`src/rtl/seq_arith_pkg.sv`:
```
// -----------------------------------------------------------------------------
// seq_arith_pkg
// Shared definitions for the digit-serial arithmetic blocks.
//   MODE_ADD / MODE_SUB   : operation mode encoding (latched on digit 0).
//   SEQ_ARITH_PARAMS_OK   : parameter-legality macro (word/digit widths).
//   seq_arith_params_ok() : constant-function form of the same check, usable
//                           in generate conditions.
// -----------------------------------------------------------------------------
`ifndef SEQ_ARITH_PKG_MACROS
`define SEQ_ARITH_PKG_MACROS
// Legal when the digit is at least one bit wide, the word is at least two
// bits wide and the word splits into a whole number of digits.
`define SEQ_ARITH_PARAMS_OK(nb, db) (((db) >= 1) && ((nb) >= 2) && (((nb) % (db)) == 0))
`endif

package seq_arith_pkg;

    localparam logic MODE_ADD = 1'b0;
    localparam logic MODE_SUB = 1'b1;

    function automatic bit seq_arith_params_ok(input int nbits, input int dbits);
        return `SEQ_ARITH_PARAMS_OK(nbits, dbits);
    endfunction

endpackage

```
`src/rtl/seq_arith_digit_add.sv`:
```
// -----------------------------------------------------------------------------
// seq_arith_digit_add
// Purely combinational p_dbits-wide digit adder: {cout, sum} = a + b + cin.
//   a, b  : digit operands (b already inverted by the caller for subtract)
//   cin   : carry in
//   sum   : p_dbits-wide sum digit
//   cout  : carry out of the digit MSB
//   cmsb  : carry into the digit MSB; XOR with cout gives signed overflow
//           when this digit holds the word's sign bit
// -----------------------------------------------------------------------------
module seq_arith_digit_add #(
    parameter int p_dbits = 1
) (
    input  logic [p_dbits-1:0] a,
    input  logic [p_dbits-1:0] b,
    input  logic               cin,
    output logic [p_dbits-1:0] sum,
    output logic               cout,
    output logic               cmsb
);

    logic [p_dbits:0] full_sum;

    assign full_sum = {1'b0, a} + {1'b0, b} + {{p_dbits{1'b0}}, cin};
    assign sum      = full_sum[p_dbits-1:0];
    assign cout     = full_sum[p_dbits];

    generate
        if (p_dbits == 1) begin : g_single_bit
            // A one-bit digit has no lower bits: the carry into its MSB is cin.
            assign cmsb = cin;
        end else begin : g_multi_bit
            // Add only the bits below the MSB; the top bit of this narrower
            // sum is exactly the carry entering the MSB position.
            logic [p_dbits-1:0] low_sum;
            assign low_sum = {1'b0, a[p_dbits-2:0]} + {1'b0, b[p_dbits-2:0]}
                           + {{(p_dbits-1){1'b0}}, cin};
            assign cmsb    = low_sum[p_dbits-1];
        end
    endgenerate

endmodule

```
`src/rtl/seq_arith_serial_addsub.sv`:
```
// -----------------------------------------------------------------------------
// seq_arith_serial_addsub
// Digit-serial adder/subtractor. Operands arrive one p_dbits-wide digit per
// cycle, LSB digit first; the result digit stream leaves one cycle later.
//   clk      : clock, rising edge
//   reset    : asynchronous active-high reset, abandons any partial word
//   in_val   : in0/in1/sub valid this cycle (no backpressure)
//   in0, in1 : operand A / operand B digits
//   sub      : 0 = A+B, 1 = A-B; only looked at on digit 0 of a word
//   out_val  : out holds a valid result digit
//   out      : result digit
//   done     : out is the last (MSB) digit of the word
//   cout     : word carry-out (for subtract, 1 = no borrow); 0 unless done
//   ovf      : two's-complement overflow of the word; 0 unless done
// -----------------------------------------------------------------------------
module seq_arith_serial_addsub
    import seq_arith_pkg::*;
#(
    parameter int p_nbits = 8,
    parameter int p_dbits = 1
) (
    input  logic               clk,
    input  logic               reset,
    input  logic               in_val,
    input  logic [p_dbits-1:0] in0,
    input  logic [p_dbits-1:0] in1,
    input  logic               sub,
    output logic               out_val,
    output logic [p_dbits-1:0] out,
    output logic               done,
    output logic               cout,
    output logic               ovf
);

    localparam int NDIGITS = p_nbits / p_dbits;
    localparam int CW      = (NDIGITS > 1) ? $clog2(NDIGITS) : 1;
    localparam logic [CW-1:0] LAST_CNT = CW'(NDIGITS - 1);

    generate
        if (!seq_arith_params_ok(p_nbits, p_dbits)) begin : g_bad_params
            $error("seq_arith_serial_addsub: illegal p_nbits/p_dbits combination");
        end
    endgenerate

    // State
    logic [CW-1:0]      cnt_q,     cnt_d;
    logic               carry_q,   carry_d;
    logic               mode_q,    mode_d;
    logic               out_val_q, out_val_d;
    logic [p_dbits-1:0] out_q,     out_d;
    logic               done_q,    done_d;
    logic               cout_q,    cout_d;
    logic               ovf_q,     ovf_d;

    // Datapath
    logic               first_digit;
    logic               last_digit;
    logic               mode_eff;
    logic               cin_eff;
    logic [p_dbits-1:0] b_eff;
    logic [p_dbits-1:0] dig_sum;
    logic               dig_cout;
    logic               dig_cmsb;

    assign first_digit = (cnt_q == '0);
    assign last_digit  = (cnt_q == LAST_CNT);

    // Digit 0 takes its mode straight from the sub pin so the word needs no
    // setup cycle; later digits use the mode latched on digit 0.
    assign mode_eff = first_digit ? sub : mode_q;
    assign b_eff    = (mode_eff == MODE_SUB) ? ~in1 : in1;
    // Subtract is A + ~B + 1: the +1 enters as carry-in of digit 0.
    assign cin_eff  = first_digit ? sub : carry_q;

    seq_arith_digit_add #(
        .p_dbits (p_dbits)
    ) u_digit_add (
        .a    (in0),
        .b    (b_eff),
        .cin  (cin_eff),
        .sum  (dig_sum),
        .cout (dig_cout),
        .cmsb (dig_cmsb)
    );

    always_comb begin
        cnt_d     = cnt_q;
        carry_d   = carry_q;
        mode_d    = mode_q;
        out_val_d = 1'b0;
        out_d     = '0;
        done_d    = 1'b0;
        cout_d    = 1'b0;
        ovf_d     = 1'b0;

        if (in_val) begin
            mode_d    = mode_eff;
            out_val_d = 1'b1;
            out_d     = dig_sum;
            if (last_digit) begin
                // Clearing carry here keeps back-to-back words independent.
                cnt_d   = '0;
                carry_d = 1'b0;
                done_d  = 1'b1;
                cout_d  = dig_cout;
                ovf_d   = dig_cmsb ^ dig_cout;
            end else begin
                cnt_d   = cnt_q + CW'(1);
                carry_d = dig_cout;
            end
        end
    end

    always_ff @(posedge clk or posedge reset) begin
        if (reset) begin
            cnt_q     <= '0;
            carry_q   <= 1'b0;
            mode_q    <= MODE_ADD;
            out_val_q <= 1'b0;
            out_q     <= '0;
            done_q    <= 1'b0;
            cout_q    <= 1'b0;
            ovf_q     <= 1'b0;
        end else begin
            cnt_q     <= cnt_d;
            carry_q   <= carry_d;
            mode_q    <= mode_d;
            out_val_q <= out_val_d;
            out_q     <= out_d;
            done_q    <= done_d;
            cout_q    <= cout_d;
            ovf_q     <= ovf_d;
        end
    end

    assign out_val = out_val_q;
    assign out     = out_q;
    assign done    = done_q;
    assign cout    = cout_q;
    assign ovf     = ovf_q;

endmodule

```
`config.mk`:
```
export PLATFORM = sky130hd
export DESIGN_NAME = seq_arith_serial_addsub
export DESIGN_NICKNAME = d
export VERILOG_FILES = /design/src/rtl/seq_arith_pkg.sv /design/src/rtl/seq_arith_digit_add.sv /design/src/rtl/seq_arith_serial_addsub.sv
export SDC_FILE = /design/constraint.sdc
export NUM_CORES = 1
export LEC_CHECK = 0
export CAP_MARGIN = 15
export CORE_UTILIZATION = 30
export DETAILED_ROUTE_END_ITERATION = 10
export HOLD_SLACK_MARGIN = 0.05
export PLACE_DENSITY_LB_ADDON = 0.1
export SYNTH_ARGS = -nofsm -noshare
export SYNTH_HDL_FRONTEND = slang
export SYNTH_SLANG_ARGS = --single-unit
```
`constraint.sdc`:
```
create_clock -name clk -period 1.9 [get_ports clk]
set_input_delay 0.38 -clock clk [delete_from_list [all_inputs] [get_ports clk]]
set_output_delay 0.38 -clock clk [all_outputs]
set_load 0.03 [all_outputs]
```
Word-level counts from Yosys, hierarchy flattened
Index checks and enable logic that the tools add are counted.

word-level totals
  register bits = 10
  bits of input ports = 6
  output and inout port bits = 5
  word-level logic and storage cells = 28

cells by class
  add/sub/neg operators = 3
  eq/ne operators = 1
  muxes and demuxes = 13
  bitwise gates (word level) = 2
  reductions and logical operators = 1

operators with widths
  operator                                                       number
  1-bit two-way mux                                              12
  3-bit by 1-bit adder with 3-bit output, second input constant  1
  3-bit equality test, second input constant                     1
  3-bit zero test                                                1
  3-bit two-way mux                                              1
  1-bit by 1-bit adder with 2-bit output                         1
  2-bit by 1-bit adder with 2-bit output                         1
  1-bit inverter                                                 1
  1-bit XOR                                                      1

Longest topological paths before layout
Gate-level depths: netlist of the first run.

  depth in word-level cells = 8
  gate-level depth with buffers = 8
  gate-level depth less buffers = 8

Cells and area by module
Synthesis of the first run repeated with hierarchy kept, for this count alone.

second synthesis, totals
  cell total of the unflattened synthesis = 41
  area total of the unflattened synthesis = 493.0 µm²

by module, submodules not included
  module                   times used  cells an instance  area an instance (µm²)  sequential area each (µm²)
  seq_arith_serial_addsub  1           39                 465.4                   250.2
  seq_arith_digit_add      1           2                  27.5                    0.0

Least setup slack after synthesis of the first run
Ideal clock, no wire load.

  path kind = register to register
  from = register cnt_q[0]
  to = register ovf_q (netlist: ovf)
  library setup time = 0.125 ns
  arrival time = 1.830 ns
  required time = 1.775 ns
  path slack = -0.055 ns
  cell stages (with the launch flop) = 9
  buffers on the path = 0
  clock period less this slack = 1.955 ns
  path through = dfrtp_1 inv_1 ha_1 and3b_1 a21oi_1 xnor2_1 fa_1 and3_1 mux2_4

on the way
  cells in the longest elaborated chain, start to end = 8
  elaborated cells on any way between the ends = 10
  those cells by class = add/sub (2); eq/ne (1); mux (5); bitwise (1); reduce/logical (1)

ends and longest elaborated chain
  what                                    line                            text
  start, declared                         seq_arith_serial_addsub.sv:46   logic [CW-1:0] cnt_q, cnt_d;
  start signal, assigned                  seq_arith_serial_addsub.sv:125  cnt_q <= cnt_d;
  3-bit zero test                         seq_arith_serial_addsub.sv:65   assign first_digit = (cnt_q == '0);
  1-bit two-way mux                       seq_arith_serial_addsub.sv:70   assign mode_eff = first_digit ? sub : mode_q;
  1-bit two-way mux                       seq_arith_serial_addsub.sv:71   assign b_eff = (mode_eff == MODE_SUB) ? ~in1 : in1;
  1-bit by 1-bit adder with 2-bit output  seq_arith_digit_add.sv:24       assign full_sum = {1'b0, a} + {1'b0, b} + {{p_dbits{1'b0}}, cin};
  2-bit by 1-bit adder with 2-bit output  seq_arith_digit_add.sv:24
  1-bit XOR                               seq_arith_serial_addsub.sv:106  ovf_d = dig_cmsb ^ dig_cout;
  1-bit two-way mux *                     seq_arith_serial_addsub.sv:100  if (last_digit) begin
  1-bit two-way mux *                     seq_arith_serial_addsub.sv:96   if (in_val) begin
  via ovf_d                               seq_arith_serial_addsub.sv:53   logic ovf_q, ovf_d;
  end signal, assigned                    seq_arith_serial_addsub.sv:132  ovf_q <= ovf_d;
  end, declared                           seq_arith_serial_addsub.sv:53

The timed path passes the listed nets; every way through them passes the cells marked *.
A chain may end at the register's enable or synchronous reset.

Worst setup path after layout of the first run
Ends and elaborated chain as after synthesis.

==> results of run 1 <==
metal layers:
| layer | up-vias | share of wire | global-route usage |
|---|---|---|---|
| met3 | 2 | 0.043 | 0.0391 |
| met2 | 11 | 0.53 | 0.200 |
| li1 | 165 | - | - |
| met1 | 157 | 0.41 | 0.118 |
| met4 | 0 | 0.015 | 0.0581 |
| met5 | - | 0 | 0 |
path summary, 6_finish.rpt:
kind | startpoint | endpoint | slack, ns
max | cnt_q[0] | ovf | 0.04
min | reset | ovf | 0.39
min in group clk | carry_q | carry_q | 0.53
min reg2reg | carry_q | carry_q | 0.53
max in group asynchronous | reset | cnt_q[0] | 1.24
max reg2reg | cnt_q[0] | ovf | 0.04
power by group through the flow:
| stage | Sequential [W] | Clock, W | Combinational, W |
|---|---|---|---|
| 2_1_floorplan | 0.000344 | 0 | 0.000228 |
| 3_3_place_gp | 0.000316 | 0 | 0.000377 |
| 3_5_place_dp | 0.000320 | 0 | 0.000400 |
| 4_1_cts | 0.000314 | 0.000201 | 0.000416 |
| 5_1_grt | 0.000325 | 0.000219 | 0.000491 |
| 6_report | 0.000316 | 0.000194 | 0.000427 |
flip-flops by register name, indices dropped and copies added, names as in the netlist:
register and flops:
cnt_q 3, carry_q 1, cout 1, done 1, mode_q 1, out 1, out_val 1, ovf 1
worst reg2reg max path: stages (launching register included):
cell	delay, ns
dfrtp_1	0.37
inv_2	0.06
ha_4	0.16
and3b_2	0.20
a21o_1	0.19
fa_2	0.36
and3_4	0.16
mux2_4	0.26
cells by family after synthesis:
family	synth area share
AND/OR/NAND/NOR	0.141
flip-flops	0.533
AO/OA/AOI/OAI	0.0613
buffers and inverters	0.0426
adder cells (fa/ha/maj)	0.123
multiplexers	0.0800
XOR/XNOR	0.0187
repair_timing:
| action | CTS | global route |
|---|---|---|
| resized for setup | 0 | 4 |
| gates cloned | 0 | 0 |
| pin swaps | 2 | 0 |
| setup buffers | 1 | 0 |
| setup endpoints to repair | 1 | 3 |
cell type report:
class / count / area, um2 / area share
flip-flops and latches: 10 / 250 / 0.367
multi-input cells: 24 / 224 / 0.328
repair buffers: 15 / 138 / 0.202
clock buffers: 4 / 36.3 / 0.0532
well taps: 15 / 18.8 / 0.0275
inverters: 4 / 15.0 / 0.0220
stage by stage:
stage	setup WS, ns	hold slack (ns)	util	power, W	instance area (um2)
final	0.0434	0.388	0.493	0.000936	682
after detailed placement	-0.219	0.523	0.453	0.000720	627
after CTS	0.00483	0.397	0.485	0.000931	671
after global routing	-0.0392	0.431	0.493	0.00103	682
after floorplan	0.0176	0.220	-	0.000572	483
after global placement	-0.197	0.513	0.453	0.000693	627
synth_stat cells:
master / instances
o22ai_1: 1
dfrtp_1: 10
fa_1: 1
buf_2: 1
ha_1: 3
and2_1: 2
a21oi_1: 1
nor2_1: 1
nand2_1: 2
xnor2_1: 1
mux2_4: 1
and3b_1: 1
nand2b_1: 1
mux2_2: 2
a21o_1: 1
o21ai_0: 2
nor2b_1: 1
nand3b_1: 2
inv_1: 4
and3_1: 1
==> out/results.ini, run 1 <==
[finish]
final_cell_mix = 10 x dfrtp_1, 10 x clkdlybuf4s50_1, 5 x buf_4
fin_cells = 72
diodes = 0
n_fill_cell = 119
final_nets = 68
synthToLayoutAreaGrowth_pct = 45.3
drive_above_1_share = 0.333

[worst_setup_path]
critPathTopFamily = adder cells
cp.arrival_ns = 2.01
slowest_stage = dfrtp_1
critPathMaxFanout = 3
cp_num_cells = 7
path_buf_inv = 1
worstPathRequired_ns = 2.06
crit_chain = inv_2 > ha_4 > and3b_2 > a21o_1 > fa_2 > and3_4 > mux2_4
reg2reg_depth = 7
cp-start-kind = flop
path_class = flop to flop
critPathMaxStageDelay_ns = 0.37
end_kind = flop

[placement]
place_congestion = 0.632
hpwlAfterDp_um = 636
portBuffers = 10
post-place-cells = 67

[drt]
vias = 335
wl_per_cell_um = 11.3
first_pass_iters = 4
postRouteAntennaNets = 0
drc = 0
detail_route.vias_per_cell = 4.65
drtIter0Drc = 4
drt_wl_total_um = 811

[clock_network]
numCtsBuffers = 3
htree_levels = 1
cts_tree = yes
clk_path_buf_depth = 2
cts_root_buf = clkbuf_4
path_clk_slew_ns = 0.07
cts.sinks = 10
clk_latency_ns = 0.26
hold_buffers = 0

[global_routing]
grt_pass1_wl_um = 1460
grt_use_total = 0.114
grt_overflow = 0
grt_pass1_vias = 352
antenna_found_initial = 0
grt_max_degree = 11

[pwr]
power_density_mw_per_mm2 = 1370
p_sw_frac = 0.325
p_leak_nw = 0.319
p_int_w = 0.000632
peakVddDrop_v = 0.000547
comb_power_share = 0.455
p_switching_w = 0.000305
seqPwrFrac = 0.338
clkPwrFrac = 0.207

[floorplan]
dieWidth_um = 41.5
core.rowCount = 13
ios = 11
die_area_mm2 = 0.00173
start_util = 0.339
die_y_um = 41.5
coreArea_mm2 = 0.00138

[sta]
tightest_slew_ns = 0.383
min_period_ns = 1.86
slew_violations = 0
finalSetupViolations = 0
max_slew_margin = 0.744
rsz0062_at_grt = yes
fin_crit_sh = 0.977
tns_ns = 0
final_hold_viol_count = 0
skew_ns = 0.00314
fmax_mhz = 539

[synth]
synthCells = 39
syn-num-nets = 49
avgSynthCellArea_um2 = 12.0
yosys.area.top_type = dfrtp_1
ys_seq_elements = 10
ys_seq_area_frac = 0.533
synth.area.top_cells = dfrtp_1 53%, ha_1 8.0%, mux2_2 4.8%, fa_1 4.3%, inv_1 3.2%
yosysWarnings = 0
synth_top_area_share = 0.533
syn-cell-area_um2 = 469
synth.distinct_cells = 20

[status]
status = complete, no violations

[run]
drv_cap = 0

[min_path]
holdCritPathClass = primary input to asynchronous set/reset pin

Note: power is estimated with default switching activity, not from simulation.
==> inputs of run 2 (changes only) <==
CTS_CLUSTER_DIAMETER = 60   (was default)
clock period = 2.4 ns   (was 1.9 ns; I/O delays follow)
==> run 2 against run 1 <==
Effect of this change: cell count decreased by 6.9%; clock power decreased by 45%; count of clock-buffer cells in the layout decreased by 1; first-iteration DRC count increased by 75%; non-clock buffer count decreased by 4; setup slack improved by 0.29 ns; clock skew decreased by 0.0022 ns; critical path type unchanged; critical endpoint unchanged.
==> out/results.ini, run 2 (same netlist as run 1, synthesis figures left out) <==
[drt]
drc = 0
drt_wl_total_um = 795
vias = 310
first_pass_iters = 4
drtIter0Drc = 7
detail_route.vias_per_cell = 4.63
wl_per_cell_um = 11.9
postRouteAntennaNets = 0

[finish]
n_fill_cell = 134
drive_above_1_share = 0.135
fin_util = 0.443
largest_register_ff_count = 3
final_nets = 64
largest_register = cnt_q
final_cell_mix = 10 x dfrtp_1, 10 x clkdlybuf4s50_1, 4 x inv_1
fin_area_um2 = 613
multi_input_area_um2 = 199
diodes = 0
regArea_um2 = 250
synthToLayoutAreaGrowth_pct = 30.7

[global_routing]
grt_pass1_wl_um = 1390
grt_use_total = 0.109
antenna_found_initial = 0
grt_max_degree = 13
grt_overflow = 0
grt_pass1_vias = 325

[sta]
fin_crit_sh = 0.861
tightest_slew_ns = 0.376
final_hold_viol_count = 0
min_period_ns = 2.07
skew_ns = 0.000910
setup_slack_ns = 0.333
finalSetupViolations = 0
max_slew_margin = 0.748
fmax_mhz = 484
rsz0062_at_grt = no
tns_ns = 0
slew_violations = 0

[worst_setup_path]
slowest_stage = fa_1
cp.arrival_ns = 2.21
cp-start-kind = flop
crit_chain = inv_1 > ha_1 > and3b_1 > a21oi_1 > xnor2_1 > fa_1 > and3_1 > mux2_4
path_class = flop to flop
critPathMaxFanout = 3
critPathTopFamily = adder cells
critPathMaxStageDelay_ns = 0.39
end_kind = flop
path_buf_inv = 1
worstPathRequired_ns = 2.54

[min_path]
holdCritPathClass = primary input to asynchronous set/reset pin

[floorplan]
die_y_um = 41.5
dieWidth_um = 41.5
coreArea_mm2 = 0.00138
die_area_mm2 = 0.00173
start_util = 0.339
ios = 11
core.rowCount = 13

[clock_network]
cts.sinks = 10
hold_buffers = 0
clk_latency_ns = 0.25
cts_tree = yes
post_cts_buffers = 0
path_clk_slew_ns = 0.06
clk_path_buf_depth = 2
cts_root_buf = clkbuf_4
htree_levels = 1
numCtsBuffers = 3
ctsResizeCount = 0

[placement]
place_congestion = 0.634
dp_slack_ns = 0.0769
place_area_um2 = 591
portBuffers = 10
hpwlAfterDp_um = 630

[pwr]
p_leak_nw = 0.297
peakVddDrop_v = 0.000308
total_power_w = 0.000625
power_density_mw_per_mm2 = 1020

[run]
drv_cap = 0

[status]
status = complete, no violations

run 2: area by class of cell:
class                           count  area share
Clock buffer                        3      0.0367
Timing Repair Buffer               11       0.176
Sequential cell                    10       0.408
Multi-Input combinational cell     24       0.324
Inverter                            4      0.0245
Tap cell                           15      0.0306
run 2: path summary, 6_finish.rpt:
check	startpoint	to	slack (ns)	depth (start not counted)
worst max register to register	cnt_q[0]	ovf	0.33	8
worst max-delay path	cnt_q[0]	ovf	0.33	8
min in group clk	mode_q	mode_q	0.51	1
worst min register to register	mode_q	mode_q	0.51	1
worst min-delay path	reset	done	0.50	2
max in group asynchronous	reset	mode_q	1.64	2
run 2: power breakdown:
part | switching, W | internal (W) | leakage, nW
Clock | 0.0000484 | 0.0000574 | 0.0138
Combinational | 0.000128 | 0.000141 | 0.156
Sequential | 0.0000292 | 0.000220 | 0.127
run 2: stage by stage:
step	instances	hold slack, ns
after floorplan	39	0.320
after global routing	67	0.525
after global placement	64	0.494
after CTS	67	0.501
final	67	0.498
after detailed placement	64	0.504
run 2: per-layer routing:
metal,up-vias,share of wire,GRT usage
li1,153,-,-
met4,0,0,0.0194
met5,-,0,0
met1,148,0.44,0.117
met2,9,0.50,0.181
met3,0,0.060,0.0696
